$ cat config.mk
export PLATFORM = sky130hd
export DESIGN_NAME = fifo_drain_serializer
export DESIGN_NICKNAME = d
export VERILOG_FILES = /design/src/rtl/fifo_drain_serializer.sv
export SDC_FILE = /design/constraint.sdc
export NUM_CORES = 1
export LEC_CHECK = 0
export ABC_AREA = 0
export CAP_MARGIN = 20
export CORE_UTILIZATION = 51
export CTS_BUF_LIST = sky130_fd_sc_hd__clkbuf_4 sky130_fd_sc_hd__clkbuf_8 sky130_fd_sc_hd__clkbuf_16
export DETAILED_ROUTE_END_ITERATION = 10
export PLACE_DENSITY = 0.83
export SYNTH_ARGS = -nofsm -noshare
export SYNTH_HDL_FRONTEND = slang
export SYNTH_SLANG_ARGS = --single-unit
$ cat constraint.sdc
create_clock -name clk -period 3.6 [get_ports clk]
set_input_delay 0.36 -clock clk [delete_from_list [all_inputs] [get_ports clk]]
set_output_delay 0.36 -clock clk [all_outputs]
set_load 0.1 [all_outputs]
$ cat src/rtl/fifo_drain_serializer.sv
// ---------------------------------------------------------------------------
// fifo_drain_serializer
//
// Pulls words out of an upstream FIFO one at a time and sends each one as a
// serial frame: a start bit (0), FIFO_WIDTH data bits LSB-first, and a stop
// bit (1). Every bit lasts CLKS_PER_BIT clocks. If a read comes back with the
// underflow flag set, the word is dropped and a sticky error flag is raised.
//
// Parameters
//   FIFO_WIDTH    data word width; must match the upstream FIFO
//   CLKS_PER_BIT  clocks per serial bit (2 or more)
//
// Ports
//   clk             in   clock; all state changes on the rising edge
//   rst             in   asynchronous active-high reset
//   en              in   allows new frames to start
//   fifo_empty      in   upstream FIFO empty flag
//   fifo_data_out   in   FIFO read data, valid the cycle after fifo_rd_en
//   fifo_underflow  in   FIFO underflow flag, valid with fifo_data_out
//   err_clr         in   clears the sticky error flag
//   fifo_rd_en      out  one-cycle read strobe to the FIFO
//   tx              out  serial line, idle high
//   busy            out  high whenever the FSM is not idle
//   frame_done      out  one-cycle pulse in the last stop-bit cycle
//   err             out  sticky flag for a read that returned underflow
// ---------------------------------------------------------------------------
module fifo_drain_serializer #(
  parameter int FIFO_WIDTH   = 16,
  parameter int CLKS_PER_BIT = 4
) (
  input  logic                  clk,
  input  logic                  rst,
  input  logic                  en,
  input  logic                  fifo_empty,
  input  logic [FIFO_WIDTH-1:0] fifo_data_out,
  input  logic                  fifo_underflow,
  input  logic                  err_clr,
  output logic                  fifo_rd_en,
  output logic                  tx,
  output logic                  busy,
  output logic                  frame_done,
  output logic                  err
);

  localparam int BAUD_W = (CLKS_PER_BIT > 2) ? $clog2(CLKS_PER_BIT) : 1;
  localparam int BIT_W  = $clog2(FIFO_WIDTH + 1);

  localparam logic [BAUD_W-1:0] BAUD_ZERO = {BAUD_W{1'b0}};
  localparam logic [BAUD_W-1:0] BAUD_ONE  = BAUD_W'(1);
  localparam logic [BAUD_W-1:0] BAUD_LAST = BAUD_W'(CLKS_PER_BIT - 1);
  localparam logic [BIT_W-1:0]  BIT_ZERO  = {BIT_W{1'b0}};
  localparam logic [BIT_W-1:0]  BIT_ONE   = BIT_W'(1);
  localparam logic [BIT_W-1:0]  BIT_LAST  = BIT_W'(FIFO_WIDTH - 1);

  typedef enum logic [2:0] {
    IDLE  = 3'd0,
    REQ   = 3'd1,
    WAIT  = 3'd2,
    START = 3'd3,
    DATA  = 3'd4,
    STOP  = 3'd5
  } state_t;

  state_t                  state_r;
  state_t                  state_next_s;
  logic [BAUD_W-1:0]       baud_cnt_r;
  logic [BAUD_W-1:0]       baud_next_s;
  logic [BIT_W-1:0]        bit_cnt_r;
  logic [BIT_W-1:0]        bit_next_s;
  logic [FIFO_WIDTH-1:0]   shift_r;
  logic [FIFO_WIDTH-1:0]   shift_next_s;

  logic                    tx_r;
  logic                    tx_next_s;
  logic                    fifo_rd_en_r;
  logic                    busy_r;
  logic                    frame_done_r;
  logic                    frame_done_next_s;
  logic                    err_r;
  logic                    err_next_s;

  // Next-state, counter and shift-register logic.
  always_comb begin
    state_next_s = state_r;
    baud_next_s  = baud_cnt_r;
    bit_next_s   = bit_cnt_r;
    shift_next_s = shift_r;

    case (state_r)
      IDLE: begin
        baud_next_s = BAUD_ZERO;
        if (en && !fifo_empty) begin
          state_next_s = REQ;
        end else begin
          state_next_s = IDLE;
        end
      end

      REQ: begin
        state_next_s = WAIT;
      end

      WAIT: begin
        baud_next_s = BAUD_ZERO;
        if (fifo_underflow) begin
          // The word is garbage: drop it and go back to idle.
          state_next_s = IDLE;
        end else begin
          state_next_s = START;
          shift_next_s = fifo_data_out;
        end
      end

      START: begin
        if (baud_cnt_r == BAUD_LAST) begin
          state_next_s = DATA;
          baud_next_s  = BAUD_ZERO;
          bit_next_s   = BIT_ZERO;
        end else begin
          baud_next_s  = baud_cnt_r + BAUD_ONE;
        end
      end

      DATA: begin
        if (baud_cnt_r == BAUD_LAST) begin
          // Bit boundary: expose the next data bit on shift_r[0].
          baud_next_s  = BAUD_ZERO;
          shift_next_s = {1'b0, shift_r[FIFO_WIDTH-1:1]};
          bit_next_s   = bit_cnt_r + BIT_ONE;
          if (bit_cnt_r == BIT_LAST) begin
            state_next_s = STOP;
          end else begin
            state_next_s = DATA;
          end
        end else begin
          baud_next_s  = baud_cnt_r + BAUD_ONE;
        end
      end

      STOP: begin
        if (baud_cnt_r == BAUD_LAST) begin
          baud_next_s = BAUD_ZERO;
          if (en && !fifo_empty) begin
            state_next_s = REQ;
          end else begin
            state_next_s = IDLE;
          end
        end else begin
          baud_next_s = baud_cnt_r + BAUD_ONE;
        end
      end

      default: begin
        state_next_s = IDLE;
        baud_next_s  = BAUD_ZERO;
        bit_next_s   = BIT_ZERO;
      end
    endcase
  end

  // Output values for the coming cycle, derived from the next state so the
  // registered outputs line up exactly with the state they describe.
  always_comb begin
    tx_next_s         = 1'b1;
    frame_done_next_s = 1'b0;

    case (state_next_s)
      START:   tx_next_s = 1'b0;
      DATA:    tx_next_s = shift_next_s[0];
      default: tx_next_s = 1'b1;
    endcase

    if ((state_next_s == STOP) && (baud_next_s == BAUD_LAST)) begin
      frame_done_next_s = 1'b1;
    end else begin
      frame_done_next_s = 1'b0;
    end
  end

  // Sticky error: a WAIT underflow takes priority over a clear request.
  always_comb begin
    err_next_s = err_r;
    if ((state_r == WAIT) && fifo_underflow) begin
      err_next_s = 1'b1;
    end else if (err_clr) begin
      err_next_s = 1'b0;
    end else begin
      err_next_s = err_r;
    end
  end

  // State, counters, shift register and registered outputs.
  always_ff @(posedge clk or posedge rst) begin
    if (rst) begin
      state_r      <= IDLE;
      baud_cnt_r   <= BAUD_ZERO;
      bit_cnt_r    <= BIT_ZERO;
      shift_r      <= {FIFO_WIDTH{1'b0}};
      tx_r         <= 1'b1;
      fifo_rd_en_r <= 1'b0;
      busy_r       <= 1'b0;
      frame_done_r <= 1'b0;
      err_r        <= 1'b0;
    end else begin
      state_r      <= state_next_s;
      baud_cnt_r   <= baud_next_s;
      bit_cnt_r    <= bit_next_s;
      shift_r      <= shift_next_s;
      tx_r         <= tx_next_s;
      fifo_rd_en_r <= (state_next_s == REQ);
      busy_r       <= (state_next_s != IDLE);
      frame_done_r <= frame_done_next_s;
      err_r        <= err_next_s;
    end
  end

  assign fifo_rd_en = fifo_rd_en_r;
  assign tx         = tx_r;
  assign busy       = busy_r;
  assign frame_done = frame_done_r;
  assign err        = err_r;

endmodule

After elaboration in Yosys (flattened, before gate mapping)

Index checks and enable logic that the tools add are counted.

Bits in registers: 31
Output and inout port bits: 5
Word-level logic and storage cells: 59

$add $sub $neg: 2
Eq/ne operators: 15
Multiplexer cells: 19
Bitwise operators: 1
Reduce and logical (&&, ||, !) cells: 12

Operators with widths:

| operator                                                              | count |
|---|---|
| 16-bit 2-to-1 mux                                                     | 2 |
| 16-bit case mux with 2 select lines                                   | 1 |
| 3-bit case mux with 6 select lines                                    | 1 |
| 5-bit case mux with 3 select lines                                    | 1 |
| 3-bit equality test, second input constant                            | 4 |
| 5-bit 2-to-1 mux                                                      | 2 |
| 3-bit by 2-bit equality test with 1-bit output, second input constant | 3 |
| 3-bit 2-to-1 mux                                                      | 3 |
| 3-bit by 1-bit equality test with 1-bit output, second input constant | 2 |
| 2-bit inequality test, second input constant                          | 3 |
| 3-bit AND reduction                                                   | 2 |
| 5-bit by 1-bit adder with 5-bit output, second input constant         | 1 |
| 5-bit by 4-bit equality test with 1-bit output, second input constant | 1 |
| 1-bit 2-to-1 mux                                                      | 5 |
| 2-bit equality test, second input constant                            | 2 |
| 2-bit 2-to-1 mux                                                      | 2 |
| 2-bit case mux with 2 select lines                                    | 1 |
| 2-bit nonzero test                                                    | 2 |
| 4-bit OR reduction                                                    | 1 |
| 1-bit logical AND                                                     | 3 |
| 3-bit logical NOT                                                     | 1 |
| 3-bit nonzero test                                                    | 1 |
| 3-bit OR reduction                                                    | 1 |
| 2-bit by 1-bit adder with 2-bit output, second input constant         | 1 |
| 3 further kinds                                                       | 3 |

Longest topological paths before layout

Gate-level depths: netlist (run 1).

Word-level depth: 8
Depth in mapped cells: 8
Mapped depth without buffers: 7

Worst setup path after synthesis (run 1)

OpenSTA, ideal clock, no wires.

Path kind: reg-to-reg
From: register bit_cnt_r[0]
To: register busy_r, in the netlist busy
Library setup time: 127 ps
Arrival: 1566 ps
Required time: 3473 ps
Path slack: 1907 ps
Cell stages (with the launch flop): 8
Path buffers: 0
Period minus slack after synthesis: 1693 ps
Path through: dfrtp_1 -> ha_1 -> and3_1 -> ha_1 -> a21o_1 -> nand2_1 -> o211ai_2 -> or2_2

Cells in the longest elaborated chain, start to end: 5

Ends and longest elaborated chain:

| item                                           | line | RTL |
|---|---|---|
| start: declaration                             | 68   | `logic [BIT_W-1:0] bit_cnt_r;` |
| start signal: assignment                       | 207  | `bit_cnt_r <= bit_next_s;` |
| 5-bit by 4-bit equality test with 1-bit output | 130  | `if (bit_cnt_r == BIT_LAST) begin` |
| 1-bit 2-to-1 mux                               | 130  |  |
| 3-bit 2-to-1 mux                               | 125  | `if (baud_cnt_r == BAUD_LAST) begin` |
| 3-bit case mux with 6 select lines             | 89   | `case (state_r)` |
| named net state_next_s[0]                      | 65   | `state_t state_next_s;` |
| 3-bit nonzero test                             | 211  | `busy_r <= (state_next_s != IDLE);` |
| end signal: assignment                         | 211  |  |
| end: declaration                               | 76   | `logic busy_r;` |

The timed path passes the listed nets, and every way through them passes these cells.
A chain may end at the register's enable or synchronous reset.

Worst setup path in the final report (run 1)

From: register tx_r, in the netlist tx
To: output port tx

RTL lines:

| item                     | line | RTL |
|---|---|---|
| start: declaration       | 73   | `logic tx_r;` |
| start signal: assignment | 209  | `tx_r <= tx_next_s;` |
| end: declaration         | 39   | `output logic tx,` |

No word-level cell between the ends.

==> metrics.md, run 1 <==
| Metric | Value |
|---|---|
| Outcome | completed |
| Final Cell Area | 0.00187 mm2 |
| Die X | 56.0 um |
| Worst Max-Slew Pin Slew | slightly below 1 ns |
| Post-synthesis async set-or-reset flop share | 100% |
| Row count | 19 |
| Area contributors post-synth | dfrtp_1 (51%), nand2_1 (9.1%), a22oi_1 (7.1%), o21ai_0 (2.7%), ha_1 (2.5%) |
| GPL Wtd Cong | 0.763 |
| Post-synth EDFFs | 0 |
| Final setup fails | 0 |
| Layout cells sized above 1 | 9.09% |
| Fin crit period | 2.35 ns |
| Finished Layout Cells | between 200 and 250 |
| Final Hold Viols | 0 |
| Skew final | 0.0100 ns |
| Rel. slew slack | between 30% and 40% |
| Post-Syn Nets | 173 |
| Die area | 0.00313 mm2 |
| Synth top area share | 50.5% |
| Global-route wire length before repair | 5.20 mm |
| DRC viols | 0 |
| Post-synthesis cell type count | 36 |
| Post-DP HPWL | approximately 2.3 mm |
| Crit path buffers/inverters | 1 |
| R2r worst-path depth | 4 |
| PostCTS Resize Cnt | 0 |
| Register area share after synthesis | a little over half |
| Max incr delay on CP | 1.13 ns |
| Vias per inst | 5.86 |
| Gr ovfl total | 0 |
| Slowest cell on crit path | clkdlybuf4s50_1 |
| Skew-Pair Late Insertion Delay | 0.34 ns |
| Final period util | 65.3% |
| Clock share of power | around a fifth |
| Clock tree buffer depth | 2 |
| Seq cells post-synth | 31 |
| Commonest non-fill, non-tap cell in the layout | nand2_1 |
| Register share of total power | 42.6% |
| Pin count of the biggest net entering global routing | 22 |
| Worst r2r src | state_r[1] |
| Initial drt markers | 45 |
| Crit path max fanout | 1 |
| Combinational fraction of design power | between 30% and 40% |
| Total CTS buffers | 5 |
| Net Switching | about 0.00056 W |
| Clock sink count | 31 |
| Worst min-delay path class | in -> async |
| H-tree levels | 2 |
| Post-CTS Setup Bufs | 0 |
| Synth Flop Type | dfrtp_1 |
| Post-synthesis cell type with the largest combined area | dfrtp_1 |
| Pins Over Slew Limit | 0 |
| WS Path Type | reg -> out |
| Post-Syn Area per Cell | between 10 and 15 um2 |
| Tot GR Track Use | between 20% and 30% |
| Clock root cell | clkbuf_4 |
| Hold buffer count at cts | 0 |
| RSZ-0062 raised after global routing | false |
| Worst setup startpoint | tx |
| Vias post-DR | 1214 |
| R2R setup slack | approximately 1.3 ns |
| Layout area overhead | 25.6% |
| Critical path capture point type | primary output |
| Vias in the first global route | 1173 |
| Synth Instances | around 150 |
| Worst path cell trace | clkdlybuf4s50_1 |
| CTS tree | done |
| Critical path's top delay family | buffers and inverters |
| Placed cell area | about 0.0018 mm2 |
| Final antenna diode count | 0 |
| PwrDens | 735 mW/mm2 |
| Nets | 200 |
| Placed instance count | just under 200 |
| Area of the multi-input gates | 646 um2 |
| Buffers on Ports | 26 |
| ANT nets after route | 0 |
| Final Util | 67.6% |
| Per-cell routed wire length | 15.1 um |
| Critical Path RT | between 3 and 4 ns |
| R2R Path End | tx |
| Clk slew on worst S/H paths | ~0.09 ns |
| TNS Setup | 0 ns |
| Top-Level Pins | 27 |
| Drt pass-1 iters | 4 |
| # fillers | 207 |
| Commonest cells after routing, fill and taps aside | nand2_1 (36), dfrtp_1 (30), clkdlybuf4s50_1 (26), a22oi_1 (14), o21ai_0 (8) |
| Switching Share | between 40 and 50% |
| Initial antenna violation count | 0 |
| Peak VDD IR | 649 uV |
| Mapped Area | 0.00149 mm2 |
| Max Cap Viol | 0 |
| Die extent in y | ~56 um |
| Register area | 777 um2 |
| Worst path arrival time | 1.99 ns |
| Core area | 0.00276 mm2 |
| Drt total wl | slightly above 3 mm |
| Max Fclk | ~430 MHz |
| Initial Util | 53.9% |
| Leakage power | 0.881 nW |
| Synth warnings | 0 |
| Critical path startpoint category | flop |
| Internal Power | 0.000815 W |
## flip-flops by register name, summed over array words and instances, names as in the netlist
| register | cells |
|---|---|
| baud_cnt_r | 2 |
| bit_cnt_r | 5 |
| busy | 1 |
| err | 1 |
| fifo_rd_en | 1 |
| frame_done | 1 |
| shift_r | 16 |
| state_r | 3 |
| tx | 1 |
## power groups by stage
stage	combinational, W	sequential (W)	clock, W
after global routing	0.000547	0.000602	0.000300
final	0.000502	0.000584	0.000285
after CTS	0.000506	0.000583	0.000289
after global placement	0.000484	0.000580	0
after detailed placement	0.000503	0.000591	0
after floorplan	0.000260	0.000692	0
## how the worst max path moves through the flow
| stage | depth (start not counted) | slack (ns) | end |
|---|---|---|---|
| final | 1 | 1.25 | tx |
| after global routing | 4 | 1.12 | tx |
| after CTS | 1 | 1.24 | tx |
| after detailed placement | 5 | 1.11 | tx |
| after global placement | 5 | 1.18 | tx |
| after floorplan | 7 | 1.91 | busy |
## Yosys cell counts, types with 2 or more instances
| cell type | number |
|---|---|
| dfrtp_1 | 30 |
| ha_1 | 3 |
| nand3_1 | 2 |
| inv_1 | 6 |
| a22o_1 | 4 |
| nand2_1 | 36 |
| a22oi_1 | 14 |
| nor2b_1 | 4 |
| mux2i_1 | 3 |
| clkbuf_2 | 2 |
| nand2b_1 | 2 |
| a21o_1 | 3 |
| buf_2 | 5 |
| a21oi_1 | 4 |
| nor2_1 | 2 |
| o21ai_0 | 8 |
## routing by layer
metal	GRT usage [%]	routed length, um
met1	27.8	1380
met2	34.0	1470
met3	7.44	181
met4	11.1	82
met5	0	0
## cells by family after synthesis
family / count (synthesis) / synth area share, %
AOI/OAI and AO/OA: 41 / 19.7
and+or+nand+nor: 56 / 18.8
adders and majority gates: 3 / 2.53
muxes: 3 / 2.02
buffers and inverters: 14 / 4.63
DFF: 31 / 52.3
## worst reg2reg max path: stages, from the launching register on
cell,delay [ns]
dfrtp_1,0.62
nor4b_4,0.80
nor2_2,0.29
a21o_1,0.27
o31a_1,0.23
## per-stage QoR
step                setup WS, ns  total power, W  hold slack (ns)
global route                1.12         0.00145            0.395
detailed placement          1.11         0.00109            0.464
floorplan                   1.91        0.000952            0.439
global placement            1.18         0.00106            0.451
CTS                         1.24         0.00138            0.359
finish                      1.25         0.00137            0.348
## area by class of cell
type	count	area share [%]
Inverter	6	1.21
Timing Repair Buffer	28	15.8
Clock inverter	2	1.88
Clock buffer	6	2.75
Multi-Input combinational cell	103	34.6
Sequential cell	31	41.6
Tap cell	31	2.08
Note: power is estimated with default switching activity, not from simulation.
==> run 2: changes to the inputs <==
==> constraint.sdc (replaced) <==
create_clock -name clk -period 2.3 [get_ports clk]
set_input_delay 0.23 -clock clk [delete_from_list [all_inputs] [get_ports clk]]
set_output_delay 0.23 -clock clk [all_outputs]
set_load 0.1 [all_outputs]
==> run 2 against run 1 <==
  * Wire length shrank 0.13%
  * Global-route usage shrank 0.97 points
  * Core utilization shrank 1.4 points
  * Cell area shrank 2.1%
  * Clock skew shrank 0.0033 ns
  * Via count grew 0.58%
  * Combinational power grew 55%
  * Final cell count grew 0.48%
  * Die area is the same
  * Critical path depth grew 6
  * Hold slack lost 0.082 ns
  * Total power grew 50%
  * Critical path type is now reg -> reg
  * Critical endpoint is now busy
  * Largest cell class unchanged
  * Largest power group unchanged
  * Highest routed layer unchanged
==> metrics.md, run 2 (synthesis gave the netlist of run 1 again) <==
| Metric | Value |
|---|---|
| PostCTS Resize Cnt | 0 (unchanged) |
| Critical path capture point type | flop |
| Commonest cells after routing, fill and taps aside | nand2_1 (36), dfrtp_1 (30), clkdlybuf4s50_1 (21), a22oi_1 (14) |
| Initial antenna violation count | 0 (unchanged) |
| Total power | 0.00206 W (+50%) |
| Peak VDD IR | 947 uV (+46%) |
| Critical Path RT | 2.51 ns (-0.73 ns) |
| Switching Share | 41.7% (+1.1 points) |
| Gr ovfl total | 0 (unchanged) |
| Drt total wl | 3.11 mm (-0.13%) |
| Most used cell, CP | ha_1 |
| Skew-Pair Late Insertion Delay | 0.32 ns (-0.02 ns) |
| Critical path startpoint category | flop |
| Max Fclk | 533 MHz |
| Pins Over Slew Limit | 0 (unchanged) |
| Clock share of power | 17.9% (-2.9 points) |
| Die extent in y | 56.0 um (unchanged) |
| Placed cell area | 0.00175 mm2 (-1.4%) |
| Regs by FF count | shift_r (16), bit_cnt_r (5), state_r (3) |
| DRC viols | 0 (unchanged) |
| Clk slew on worst S/H paths | 0.10 ns (about the same) |
| R2R setup slack | 0.42 ns (-0.90 ns) |
| Vias post-DR | 1221 (+0.58%) |
| Setup ws final | 0.422 ns (-0.828 ns) |
| Commonest non-fill, non-tap cell in the layout | nand2_1 |
| Crit path buffers/inverters | 0 (-1) |
| GPL Wtd Cong | 0.820 (+7.5%) |
| Drt pass-1 iters | 4 (unchanged) |
| Max reg flops | 16 (unchanged) |
| Clock sink count | 31 (unchanged) |
| Core area | 0.00276 mm2 (unchanged) |
| PwrDens | 1130 mW/mm2 (+54%) |
| Worst path arrival time | 2.09 ns (+0.10 ns) |
| Die X | 56.0 um (unchanged) |
| Initial Util | 53.9% (unchanged) |
| Vias in the first global route | 1232 (+5.0%) |
| Clock root cell | clkbuf_4 |
| Layout cells sized above 1 | 12.4% (+3.3 points) |
| Worst Max-Slew Pin Slew | 0.606 ns (-0.371 ns) |
| Final period util | 81.6% |
| TNS Setup | 0 ns (unchanged) |
| Per-cell routed wire length | 15.0 um (-0.61%) |
| Final antenna diode count | 0 (unchanged) |
| Total CTS buffers | 5 (unchanged) |
| Tot GR Track Use | 21.1% (-0.97 points) |
| Setup WS pre-CTS | 0.452 ns (-0.659 ns) |
| Max incr delay on CP | 0.43 ns (-0.70 ns) |
| RSZ-0062 raised after global routing | false |
| Hold buffer count at cts | 0 (unchanged) |
| Pin count of the biggest net entering global routing | 32 (+45%) |
| Post-DP HPWL | 2.21 mm (-2.5%) |
| Skew final | 0.00671 ns (-0.00332 ns) |
| Layout area overhead | 23.0% |
| Fin crit period | 1.88 ns |
| Combinational fraction of design power | 37.7% (+1.1 points) |
| Final Cell Area | 0.00183 mm2 (-2.1%) |
| Global-route wire length before repair | 5.11 mm (-1.7%) |
| WS Path Type | reg -> reg |
| Critical path's top delay family | simple AND/OR/NAND/NOR gates |
| Net Switching | 0.000860 W (+55%) |
| Final Hold Viols | 0 (unchanged) |
| Leakage power | 0.878 nW (-0.32%) |
| Clock tree buffer depth | 2 (unchanged) |
| Internal Power | 0.00120 W (+47%) |
| Rel. slew slack | 59.6% (+25 points) |
| Largest reg by FF count | shift_r |
| Register share of total power | 44.4% (+1.8 points) |
| H-tree levels | 2 (unchanged) |
| Post-CTS Setup Bufs | 0 (unchanged) |
| Final setup fails | 0 (unchanged) |
| Die area | 0.00313 mm2 (unchanged) |
| CTS tree | done |
| Row count | 19 (unchanged) |
| Slowest cell on crit path | dfrtp_1 |
| ANT nets after route | 0 (unchanged) |
| Top-Level Pins | 27 (unchanged) |
| Outcome | completed |
| Initial drt markers | 48 (+6.7%) |
| Crit path max fanout | 5 (+4) |
| Nets | 201 (+0.50%) |
| Vias per inst | 5.87 (about the same) |
| Max Cap Viol | 0 (unchanged) |
| Worst min-delay path class | in -> async |
| Worst path cell trace | ha_1 -> and3_1 -> ha_1 -> a21o_1 -> nand2_1 -> o211ai_2 -> or2_2 |
| Buffers on Ports | 26 (unchanged) |
==> run 2: per-stage QoR <==
stage                     instances  util [%]  hold WS [ns]
final                           208      66.2         0.266
after global routing            208      66.2         0.339
after CTS                       208      66.2         0.279
after detailed placement        200      63.6         0.460
after global placement          200      63.6         0.450
after floorplan                 148         -         0.333
==> run 2: cell type report <==
class / count / area (um2)
Clock buffer: 8 / 72.6
Fill cell: 222 / 931
Multi-Input combinational cell: 103 / 646
Inverter: 6 / 22.5
Timing Repair Buffer: 29 / 270
Sequential cell: 31 / 777
Tap cell: 31 / 38.8
==> run 2: power by group through the flow <==
stage | registers, W | clock network [W] | logic (W)
6_report | 0.000914 | 0.000369 | 0.000777
2_1_floorplan | 0.00108 | 0 | 0.000406
3_5_place_dp | 0.000922 | 0 | 0.000779
4_1_cts | 0.000912 | 0.000380 | 0.000785
3_3_place_gp | 0.000905 | 0 | 0.000752
5_1_grt | 0.000934 | 0.000404 | 0.000843
==> run 2: metal layers <==
| layer | share of wire [%] | track usage (%) | up-vias | routed length (um) |
|---|---|---|---|---|
| li1 | - | - | 583 | - |
| met1 | 43 | 25.5 | 592 | 1350 |
| met2 | 49 | 33.3 | 40 | 1530 |
| met3 | 6.3 | 6.28 | 6 | 197 |
| met4 | 1.1 | 12.5 | 0 | 33 |
| met5 | 0 | 0 | - | 0 |
==> run 2: path summary, 6_finish.rpt <==
path                       cells after the start          end          from
max reg2reg                                    7         busy  bit_cnt_r[0]
max in group asynchronous                      3           tx           rst
min reg2reg                                    2  shift_r[11]   shift_r[11]
max                                            7         busy  bit_cnt_r[0]
min in group clk                               2  shift_r[11]   shift_r[11]
min                                            3   shift_r[6]           rst
==> run 2: worst register-to-register path, stage by stage, from the launching register on <==
cell and delay, ns:
dfrtp_1 0.43, ha_1 0.25, and3_1 0.19, ha_1 0.19
a21o_1 0.18, nand2_1 0.07, o211ai_2 0.12, or2_2 0.32
